### src/rtl/commit_unit.sv
// commit_unit: in-order retire controller between the ROB head and architectural state.
// Latency: register writes and branch/JALR retire in the same cycle; a store acks in the st_done cycle;
//   a mispredict raises flush one cycle after the branch retires, for exactly one cycle.
// Backpressure: commit_ack is the only retire handshake. The head is held while a store waits on st_done,
//   and no retire happens during the flush cycle.
//
// Ports:
//   clk, rst                 clock, synchronous active-high reset
//   commit_*                 ROB head entry (valid, id, op, rd, value, pc, addr, prediction info)
//   commit_ack               retire-head strobe (combinational)
//   rf_we/waddr/wdata/rob_id register file write port and rename-table tag clear
//   st_req/addr/data/size    store request (level, held until st_done), st_done completion
//   flush, redirect_pc       one-cycle global flush and fetch restart PC
//   bp_update/pc/taken/target branch predictor training strobe and payload
//   retired_cnt              committed-instruction counter (wraps)
module commit_unit #(
  parameter int INST_BYTES      = 4,
  parameter int CNT_WIDTH       = 32,
  parameter int ROB_ID_WIDTH    = 4,
  parameter int ALU_OP_WIDTH    = 8,
  parameter int REG_ADDR_WIDTH  = 5,
  parameter int REG_WIDTH       = 32,
  parameter int INST_ADDR_WIDTH = 32
) (
  input  logic                       clk,
  input  logic                       rst,
  input  logic                       commit_valid,
  input  logic [ROB_ID_WIDTH-1:0]    commit_id,
  input  logic [ALU_OP_WIDTH-1:0]    commit_op,
  input  logic [REG_ADDR_WIDTH-1:0]  commit_rd,
  input  logic [REG_WIDTH-1:0]       commit_value,
  input  logic [INST_ADDR_WIDTH-1:0] commit_pc,
  input  logic [INST_ADDR_WIDTH-1:0] commit_addr,
  input  logic                       commit_pred,
  input  logic                       commit_outcome,
  input  logic [INST_ADDR_WIDTH-1:0] commit_pred_target,
  output logic                       commit_ack,
  output logic                       rf_we,
  output logic [REG_ADDR_WIDTH-1:0]  rf_waddr,
  output logic [REG_WIDTH-1:0]       rf_wdata,
  output logic [ROB_ID_WIDTH-1:0]    rf_rob_id,
  output logic                       st_req,
  output logic [INST_ADDR_WIDTH-1:0] st_addr,
  output logic [REG_WIDTH-1:0]       st_data,
  output logic [1:0]                 st_size,
  input  logic                       st_done,
  output logic                       flush,
  output logic [INST_ADDR_WIDTH-1:0] redirect_pc,
  output logic                       bp_update,
  output logic [INST_ADDR_WIDTH-1:0] bp_pc,
  output logic                       bp_taken,
  output logic [INST_ADDR_WIDTH-1:0] bp_target,
  output logic [CNT_WIDTH-1:0]       retired_cnt
);

  // Opcode encodings shared with the decode/execute stages.
  localparam logic [ALU_OP_WIDTH-1:0] OP_SB   = 8'h30;
  localparam logic [ALU_OP_WIDTH-1:0] OP_SH   = 8'h31;
  localparam logic [ALU_OP_WIDTH-1:0] OP_SW   = 8'h32;
  localparam logic [ALU_OP_WIDTH-1:0] OP_BEQ  = 8'h40;
  localparam logic [ALU_OP_WIDTH-1:0] OP_BNE  = 8'h41;
  localparam logic [ALU_OP_WIDTH-1:0] OP_BLT  = 8'h42;
  localparam logic [ALU_OP_WIDTH-1:0] OP_BGE  = 8'h43;
  localparam logic [ALU_OP_WIDTH-1:0] OP_BLTU = 8'h44;
  localparam logic [ALU_OP_WIDTH-1:0] OP_BGEU = 8'h45;
  localparam logic [ALU_OP_WIDTH-1:0] OP_JALR = 8'h51;

  typedef enum logic [1:0] {
    S_IDLE       = 2'd0,
    S_STORE_WAIT = 2'd1,
    S_FLUSH      = 2'd2
  } state_t;

  state_t state, state_next;

  // Op class decode
  logic is_store, is_branch, is_jalr;
  logic [1:0] size_dec;

  always_comb begin
    is_store  = 1'b0;
    is_branch = 1'b0;
    is_jalr   = 1'b0;
    size_dec  = 2'b10;
    case (commit_op)
      OP_SB:   begin is_store = 1'b1; size_dec = 2'b00; end
      OP_SH:   begin is_store = 1'b1; size_dec = 2'b01; end
      OP_SW:   begin is_store = 1'b1; size_dec = 2'b10; end
      OP_BEQ, OP_BNE, OP_BLT, OP_BGE, OP_BLTU, OP_BGEU: is_branch = 1'b1;
      OP_JALR: is_jalr = 1'b1;
      default: ;
    endcase
  end

  // Mispredict detection. JALR always counts as taken, so a predicted
  // not-taken JALR is wrong even if the predicted target happens to match.
  logic target_miss, mispredict, actual_taken;
  logic [INST_ADDR_WIDTH-1:0] redirect_next;

  always_comb begin
    target_miss  = (commit_pred_target != commit_addr);
    actual_taken = is_jalr | commit_outcome;
    mispredict   = 1'b0;
    if (is_branch)
      mispredict = (commit_pred != commit_outcome) | (commit_outcome & target_miss);
    else if (is_jalr)
      mispredict = target_miss | ~commit_pred;
    redirect_next = actual_taken ? commit_addr
                                 : commit_pc + INST_ADDR_WIDTH'(INST_BYTES);
  end

  // Next-state and strobe logic
  logic start_store, enter_flush;

  always_comb begin
    state_next  = state;
    commit_ack  = 1'b0;
    rf_we       = 1'b0;
    bp_update   = 1'b0;
    start_store = 1'b0;
    enter_flush = 1'b0;

    case (state)
      S_IDLE: begin
        if (commit_valid) begin
          if (is_store) begin
            start_store = 1'b1;
            state_next  = S_STORE_WAIT;
          end else begin
            commit_ack = 1'b1;
            // Branches have no destination; x0 writes are dropped.
            rf_we      = ~is_branch & (commit_rd != '0);
            if (is_branch | is_jalr) begin
              bp_update = 1'b1;
              if (mispredict) begin
                enter_flush = 1'b1;
                state_next  = S_FLUSH;
              end
            end
          end
        end
      end

      S_STORE_WAIT: begin
        if (st_done) begin
          // The store is done in memory regardless; only ack a present head.
          commit_ack = commit_valid;
          state_next = S_IDLE;
        end
      end

      S_FLUSH: begin
        // The head presented now is younger than the mispredict and is being squashed.
        state_next = S_IDLE;
      end

      default: state_next = S_IDLE;
    endcase

    // Nothing retires in a reset cycle.
    if (rst) begin
      commit_ack  = 1'b0;
      rf_we       = 1'b0;
      bp_update   = 1'b0;
      start_store = 1'b0;
      enter_flush = 1'b0;
    end
  end

  // Pass-through payloads; qualified by their strobes.
  assign rf_waddr  = commit_rd;
  assign rf_wdata  = commit_value;
  assign rf_rob_id = commit_id;
  assign bp_pc     = commit_pc;
  assign bp_taken  = commit_outcome;
  assign bp_target = commit_addr;

  always_ff @(posedge clk) begin
    if (rst) begin
      state       <= S_IDLE;
      st_req      <= 1'b0;
      st_addr     <= '0;
      st_data     <= '0;
      st_size     <= 2'b00;
      flush       <= 1'b0;
      redirect_pc <= '0;
      retired_cnt <= '0;
    end else begin
      state <= state_next;

      // Store payload is captured once so it stays stable while st_req is held.
      if (start_store) begin
        st_req  <= 1'b1;
        st_addr <= commit_addr;
        st_data <= commit_value;
        st_size <= size_dec;
      end else if (state == S_STORE_WAIT && st_done) begin
        st_req <= 1'b0;
      end

      flush <= enter_flush;
      if (enter_flush)
        redirect_pc <= redirect_next;

      if (commit_ack)
        retired_cnt <= retired_cnt + CNT_WIDTH'(1);
    end
  end

endmodule

### config.mk
export PLATFORM = sky130hd
export DESIGN_NAME = commit_unit
export DESIGN_NICKNAME = d
export VERILOG_FILES = /design/src/rtl/commit_unit.sv
export SDC_FILE = /design/constraint.sdc
export NUM_CORES = 1
export LEC_CHECK = 0
export BUFFER_PORTS_ARGS = -buffer_cell sky130_fd_sc_hd__buf_2
export CORE_AREA = 4 4 151 153
export CTS_CLUSTER_DIAMETER = 100
export CTS_CLUSTER_SIZE = 10
export DETAILED_ROUTE_END_ITERATION = 12
export DIE_AREA = 0 0 155 157
export GPL_TIMING_DRIVEN = 0
export MAX_ROUTING_LAYER = met4
export PLACE_DENSITY_LB_ADDON = 0.25
export SYNTH_ARGS = -nofsm -noshare
export SYNTH_HDL_FRONTEND = slang
export SYNTH_SLANG_ARGS = --single-unit
export TNS_END_PERCENT = 10
### constraint.sdc
create_clock -name clk -period 3.4 [get_ports clk]
set_input_delay 0.34 -clock clk [delete_from_list [all_inputs] [get_ports clk]]
set_output_delay 0.34 -clock clk [all_outputs]
set_load 0.01 [all_outputs]
* Word level (Yosys, flattened, before mapping)
Cells that the tools add are included.
** Cells by class
- $add $sub $neg :: 2
- Eq/ne operators :: 17
- Muxes and demuxes :: 39
- Bitwise gates (word level) :: 8
- Reductions and logical operators :: 7
** Operator list (count)
- 8-bit by 7-bit equality test with 1-bit output, second input constant :: 7
- 32-bit by 1-bit adder with 32-bit output, second input constant :: 1
- 32-bit by 3-bit adder with 32-bit output, second input constant :: 1
- 32-bit two-way mux :: 1
- 32-bit != test :: 1
- 1-bit two-way mux :: 30
- 8-bit by 6-bit equality test with 1-bit output, second input constant :: 3
- 2-bit two-way mux :: 5
- 2-bit one-hot mux with 2 select lines :: 2
- 3-bit != test, second input constant :: 2
- 6-bit OR reduction :: 1
- 5-bit nonzero test :: 1
- 2-bit != test, second input constant :: 2
- 1-bit OR :: 4
- 4-bit AND reduction :: 1
- 3-bit OR reduction :: 1
- 1-bit AND :: 2
- 2-bit by 1-bit equality test with 1-bit output, second input constant :: 1
- 2-bit logical NOT :: 1
- 1-bit inverter :: 2
- 1-bit one-hot mux with 2 select lines :: 1
- 2-bit nonzero test :: 1
- 1-bit logical AND :: 1
- 1-bit != test :: 1
** Word-level totals
- Register bits after elaboration :: 134
- Output and inout bits :: 241
- Logic and storage cells :: 81

* Logic depth before layout (Yosys ltp)
Gate-level depths: netlist (run 1).
- Depth in word-level cells :: 10
- Mapped depth :: 8

* Worst setup path after synthesis (run 1)
No wires, ideal clock.
- Kind :: input -> register
- From :: input port rst
- To :: register retired_cnt[28]
- Setup time :: 115 ps
- Arrival :: 2123 ps
- Setup slack :: 1162 ps
- Stages on the path :: 7
- Buffers on the path :: 1
- Cell sequence :: or3b_4 a311oi_4 and4_1 buf_4 nand3_2 o21a_1 o21ba_1
** On the way
- Word-level cells in the longest chain between the ends :: 1
** Ends and longest elaborated chain
- from (decl) :: RTL line 26 : input logic rst,
- 1-bit two-way mux :: RTL line 161 : if (rst) begin
- named net commit_ack :: RTL line 37 : output logic commit_ack,
- to (signal assigned) :: RTL line 206 : retired_cnt <= retired_cnt + CNT_WIDTH'(1);
- to (decl) :: RTL line 53 : output logic [CNT_WIDTH-1:0] retired_cnt
The timed path passes the listed nets, and every way through them passes these cells.
A chain may end at the register's enable or synchronous reset.

* Worst setup path after layout (run 1)
- From :: input port commit_op[5]
- To :: register redirect_pc[20]
** On the way
- Word-level cells in the longest chain between the ends :: 10
** Ends and longest elaborated chain
- from (decl) :: RTL line 29 : input logic [ALU_OP_WIDTH-1:0] commit_op,
- 8-bit by 7-bit equality test with 1-bit output :: RTL line 85 : case (commit_op)
- 6-bit OR reduction / 1-bit two-way mux (equally long branches) :: RTL line 85
- 1-bit two-way mux (on tied branches) :: RTL line 85, 106
- 1-bit two-way mux :: RTL line 104 : if (is_branch)
- 1-bit two-way mux :: RTL line 135 : if (mispredict) begin
- 1-bit two-way mux :: RTL line 133 : if (is_branch | is_jalr) begin
- 1-bit two-way mux :: RTL line 126 : if (is_store) begin
- 1-bit two-way mux :: RTL line 125 : if (commit_valid) begin
- 1-bit two-way mux :: RTL line 123 : case (state)
- 1-bit two-way mux :: RTL line 161
- to (signal assigned) :: RTL line 203 : redirect_pc <= redirect_next;
- to (decl) :: RTL line 48 : output logic [INST_ADDR_WIDTH-1:0] redirect_pc,
Several ways; a longest one is shown, not always the timed one.

==> impl_metrics.yaml, run 1 <==
die:
  coreArea_um2: 21600
  core.rowCount: 54
  num_io_pins: 392
  start_util_pct: 33.8
  dieWidth_um: 155
  die-area_um2: 24300
  dieHeight_um: 157
timing:
  fin_hold_ws_ps: 170
  tns_ps: 0
  grt_setup_unrepaired: "false"
  setup_violations: 0
  max_freq_mhz: 366
  slew_viol_final: 0
  timing.final.crit_share_pct: 80.3
  skew_ps: 9.51
  worstMarginPinSlew_ps: 1020
  layout_min_cycle_time_ps: 2730
  relSlewSlack_pct: 31.6
  report.final.hold_viol_count: 0
status:
  outcome: "completed"
critical_path:
  crit_start: "commit_op[5]"
  worstRegToRegCells: 8
  r2r-start: "state[1]"
  critPathKind: "primary input to flop"
  cp_slowest_cell: "o31ai_1"
  rr_endpoint: "redirect_pc[20]"
  crit_path_max_fanout: 10
  cp.required_ps: 3740
  cp-start-kind: "primary input"
  endpoint_kind: "flop"
  crit_path_end: "redirect_pc[20]"
  rrSetupSlack_ps: 920
  crit_arrival_ps: 3070
  cp.depth: 7
  crit_buf_inv: 2
  crit_family: "compound AO/OA/AOI/OAI gates"
  path_cells: "buf_2 > nor3b_1 > nand2_1 > o31ai_1 > clkbuf_1 > o21ai_0 > a21oi_1"
  slowest_delay_ps: 900
pwr:
  p_comb_share_pct: 13.8
  p_leak_nw: 4.67
  vdd_drop_max_v: 0.000217
  p_seq_share_pct: 40.1
  p_clk_share_pct: 46.1
  p_per_area_nw_per_um2: 388
  p_sw_share_pct: 27.0
  intPower_mw: 2.87
  switchingPower_mw: 1.06
job:
  maxCapViolations: 0
synthesis:
  ys.warnings.count: 0
  ys_ff_latch: 134
  synth_top_area_share_pct: 36.8
  ys_seq_area_share_pct: 36.8
  avgSynthCellArea_um2: 8.07
  syn-num-nets: 1056
  synthArstFlopShare_pct: 0
  syn_inst: 903
  synth_area_um2: 7280
  synth_top_area_cell: "dfxtp_1"
  synth_edf_count: 0
  synthTopCellsByArea: "dfxtp_1 37%, buf_4 11%, nand2_1 8.3%"
  ys.flop_type: "dfxtp_1"
  yosysUniqueCellTypes: 53
route:
  drc: 0
  first_pass_iters: 5
  routed_wl_um: 27900
  drtIter0Drc: 279
  vias_per_cell: 4.75
  vias: 7603
  antenna_left: 0
  wl_per_cell_um: 17.4
cts:
  post-cts-setup-buffers: 0
  clk_latency_ps: 420
  holdBufCountCts: 0
  htreeDepth: 4
  clock_path_buffers: 2
  cts_tree: "yes"
  clock_sinks: 134
  post_cts_resized: 0
  cts_buffers: 17
  clk_pin_slew_ps: 70
  cts-root-buf: "clkbuf_16"
placed_design:
  io_buffers: 387
  gp_congestion: 0.859
  dpl.hpwl_um: 22400
layout:
  syn2layout_area_growth_pct: 39.4
  layout_common_cells: "394 x buf_2, 162 x nand2_1, 134 x dfxtp_1, 107 x buf_4, 90 x a21oi_1"
  layout_commonest_cell: "buf_2"
  drive_gt1_share_pct: 41.2
  n_antenna_cell: 0
  final_nets: 1462
grt:
  grt_pass1_wl_um: 40700
  grt_antenna_before_repair: 0
  first_global_vias: 7118
  grt_max_degree: 17
  track_usage_pct: 22.4
  gr-total-overflow: 0
hold_path:
  hold_path.class: "primary input to flop"
[synth_stat cells (9+ instances only)]
cell      count
nand2_1     162
dfxtp_1     134
buf_4       107
a21oi_1      90
xnor2_1      49
nor2_1       46
clkbuf_1     39
xor2_1       36
nand4_1      27
o21ai_0      26
nand3_1      23
mux2i_1      15
nor2b_1      12
nor3_1       12
nor4_1       11
and4_1        9
nand2b_1      9
[worst min-delay path by stage]
stage	depth (start not counted)	end	slack, ps	startpoint
2_1_floorplan	1	state[0]	420	state[1]
3_3_place_gp	2	st_data[4]	440	st_data[4]
3_5_place_dp	2	st_addr[23]	440	st_addr[23]
4_1_cts	3	st_data[28]	150	commit_value[28]
5_1_grt	3	st_data[28]	150	commit_value[28]
6_report	3	st_data[29]	170	commit_value[29]
[power groups by stage]
stage / registers, mW / logic, mW / clock network (mW)
after floorplan: 1.62 / 0.264 / 0
after global placement: 1.61 / 0.546 / 0
after detailed placement: 1.61 / 0.548 / 0
after CTS: 1.58 / 0.550 / 1.85
after global routing: 1.58 / 0.592 / 1.92
final: 1.58 / 0.543 / 1.82
[routing by layer]
metal	global-route usage, %	share of wire [%]
met5	-	0
met4	6.31	2.2
met3	4.73	6.6
met2	37.2	49
met1	27.7	42
[metrics by stage]
stage          worst slack, ps  util, %  total power, mW  cells  instance area [um2]
6_report                   670     47.1             3.94   1602                10200
5_1_grt                    476     47.1             4.09   1602                10200
4_1_cts                    695     47.1             3.98   1602                10200
3_5_place_dp               307     44.4             2.16   1570                 9570
3_3_place_gp               375     44.4             2.16   1570                 9570
2_1_floorplan             1160        -             1.88    903                 7280
[worst reg2reg max path, delay by kind of cell, from the launching register on]
kind / cells / cell delay [ps]
compound gates: 4 / 1030
flops: 1 / 320
simple gates: 2 / 600
buf+inv: 2 / 380
[cell type report]
cell class / instances / area, um2
Inverter: 8 / 30.0
Fill cell: 2240 / 11400
Sequential cell: 134 / 2680
Tap cell: 280 / 350
Clock inverter: 14 / 140
Buffer: 156 / 996
Timing Repair Buffer: 387 / 1940
Multi-Input combinational cell: 605 / 3580
Clock buffer: 18 / 439
[registers in the layout, summed over array words and instances (netlist names)]
name / count
retired_cnt: 32
state: 2
flush: 1
st_req: 1
st_size: 2
st_addr: 32
redirect_pc: 32
st_data: 32
[cell families (layout without fill, tap and decap cells)]
group                    after synthesis  in the layout  share of synthesized area [%]
buffers and inverters                164            583                           14.1
AO/OA/AOI/OAI                        150            150                           12.3
adder cells (fa/ha/maj)                2              2                          0.343
AND/OR/NAND/NOR                      347            347                           23.3
multiplexers                          21             21                           2.99
XOR/XNOR                              85             85                           10.2
flip-flops                           134            134                           36.8
(Power assumes the default switching activity.)
==> run 2, diff against run 1 <==
Clock period 3.4 ns to 2.8 ns, I/O delays scaled along.
==> impl_metrics.yaml, run 2 (same netlist as run 1, synthesis figures left out) <==
critical_path:
  cp-start-kind: "flop"
  r2r-start: "state[1]"
  crit_arrival_ps: 2760
  cp.required_ps: 3080
  rrSetupSlack_ps: 320
  worstRegToRegCells: 8
  endpoint_kind: "flop"
  crit_path_max_fanout: 10
  critPathKind: "flop to flop"
  rr_endpoint: "redirect_pc[20]"
grt:
  grt_antenna_before_repair: 0
  grt_pass1_wl_um: 40700
  grt_max_degree: 17
  first_global_vias: 7118
  track_usage_pct: 22.4
  gr-total-overflow: 0
die:
  die-area_um2: 24300
  coreArea_um2: 21600
  num_io_pins: 392
  dieWidth_um: 155
  core.rowCount: 54
  start_util_pct: 33.8
  dieHeight_um: 157
cts:
  cts_tree: "yes"
  clk_latency_ps: 420
  clock_sinks: 134
  cts_buffers: 17
  cts-root-buf: "clkbuf_16"
  clock_path_buffers: 2
  clk_pin_slew_ps: 70
  htreeDepth: 4
placed_design:
  dpl.hpwl_um: 22400
  io_buffers: 387
  gp_congestion: 0.859
  dp_cells: 1570
route:
  drtIter0Drc: 267
  antenna_left: 0
  vias_per_cell: 4.74
  first_pass_iters: 5
  drc: 0
  vias: 7595
  met2_length_um: 13700
  routed_wl_um: 27900
  dr_wl_met3_um: 1780
  top_layer: "met4"
  wl_per_cell_um: 17.4
  drt-met1-wl_um: 11800
hold_path:
  min_path_cells: 3
  holdPathEnd: "st_data[29]"
  hold_path.class: "primary input to flop"
  worstHoldStart: "commit_value[29]"
layout:
  drive_gt1_share_pct: 41.3
  layout_commonest_cell: "buf_2"
  layout_common_cells: "394 x buf_2, 162 x nand2_1, 134 x dfxtp_1, 107 x buf_4, 90 x a21oi_1"
  fin_util_pct: 47.1
  n_antenna_cell: 0
  final_cells: 1602
  fillCellCount: 2239
  final_nets: 1462
  syn2layout_area_growth_pct: 39.4
pwr:
  p_per_area_nw_per_um2: 471
  p_leak_nw: 4.67
  vdd_drop_max_v: 0.000263
job:
  maxCapViolations: 0
timing:
  setup_violations: 0
  report.final.hold_viol_count: 0
  relSlewSlack_pct: 42.5
  worstMarginPinSlew_ps: 850
  layout_min_cycle_time_ps: 2480
  grt_setup_unrepaired: "false"
  timing.final.crit_share_pct: 88.6
  max_freq_mhz: 403
  slew_viol_final: 0
  skew_ps: 9.55
status:
  outcome: "completed"
-- run 2: changes by cell type in the layout (fill, tap and decap cells not counted) --
cell     previous run  this run
o31ai_1             1         0
o31ai_2             0         1
-- run 2: worst max-delay path: stages, from the launching register on --
cell and delay [ps]:
dfxtp_1 320, or3b_4 430, a211o_1 360, o2111a_1 330, and3_1 180, buf_2 160
clkbuf_1 220, o21ai_0 250, a21oi_1 90
-- run 2: layer usage --
layer,track usage [%],vias to the layer above
li1,-,3780
met1,27.7,3507
met2,37.2,276
met3,4.73,32
met4,6.31,0
met5,-,-
-- run 2: layout make-up --
| cell class | count | area (um2) | share of cell area, % |
|---|---|---|---|
| inverters | 8 | 30.0 | 0.296 |
| multi-input cells | 605 | 3580 | 35.3 |
| clock inverters | 14 | 140 | 1.38 |
| clock buffers | 18 | 439 | 4.32 |
| plain buffers | 156 | 996 | 9.81 |
| flip-flops and latches | 134 | 2680 | 26.4 |
| well taps | 280 | 350 | 3.45 |
| repair buffers | 387 | 1940 | 19.1 |
-- run 2: worst max path at each step --
stage | depth (start not counted) | from | endpoint | slack, ps
6_report | 8 | state[1] | redirect_pc[20] | 320
5_1_grt | 8 | commit_op[3] | st_addr[16] | 150
4_1_cts | 7 | commit_op[5] | redirect_pc[20] | 160
3_5_place_dp | 7 | commit_op[5] | redirect_pc[20] | -230
3_3_place_gp | 7 | commit_op[5] | redirect_pc[5] | -160
2_1_floorplan | 7 | state[1] | retired_cnt[28] | 580
-- run 2: what timing repair did --
item,CTS,global route
setup buffers,0,0
hold endpoints to repair,0,0
setup endpoints to repair,0,4
resized for setup,0,1
hold buffers,0,0
-- run 2: where the power goes --
part	total (mW)	internal, mW	switching [mW]
Sequential	1.92	1.91	0.00452
Clock	2.21	1.27	0.942
Combinational	0.659	0.309	0.351
Total	4.79	3.49	1.30
-- run 2: through the flow --
stage,setup TNS [ps],setup slack [ps],hold slack [ps],total power [mW],area (um2)
floorplan,0,578,416,2.28,7280
finish,0,319,109,4.79,10200
detailed placement,-2450,-233,443,2.62,9570
CTS,0,155,89.6,4.83,10200
global route,0,148,90.8,4.97,10200
global placement,-1350,-165,439,2.62,9570
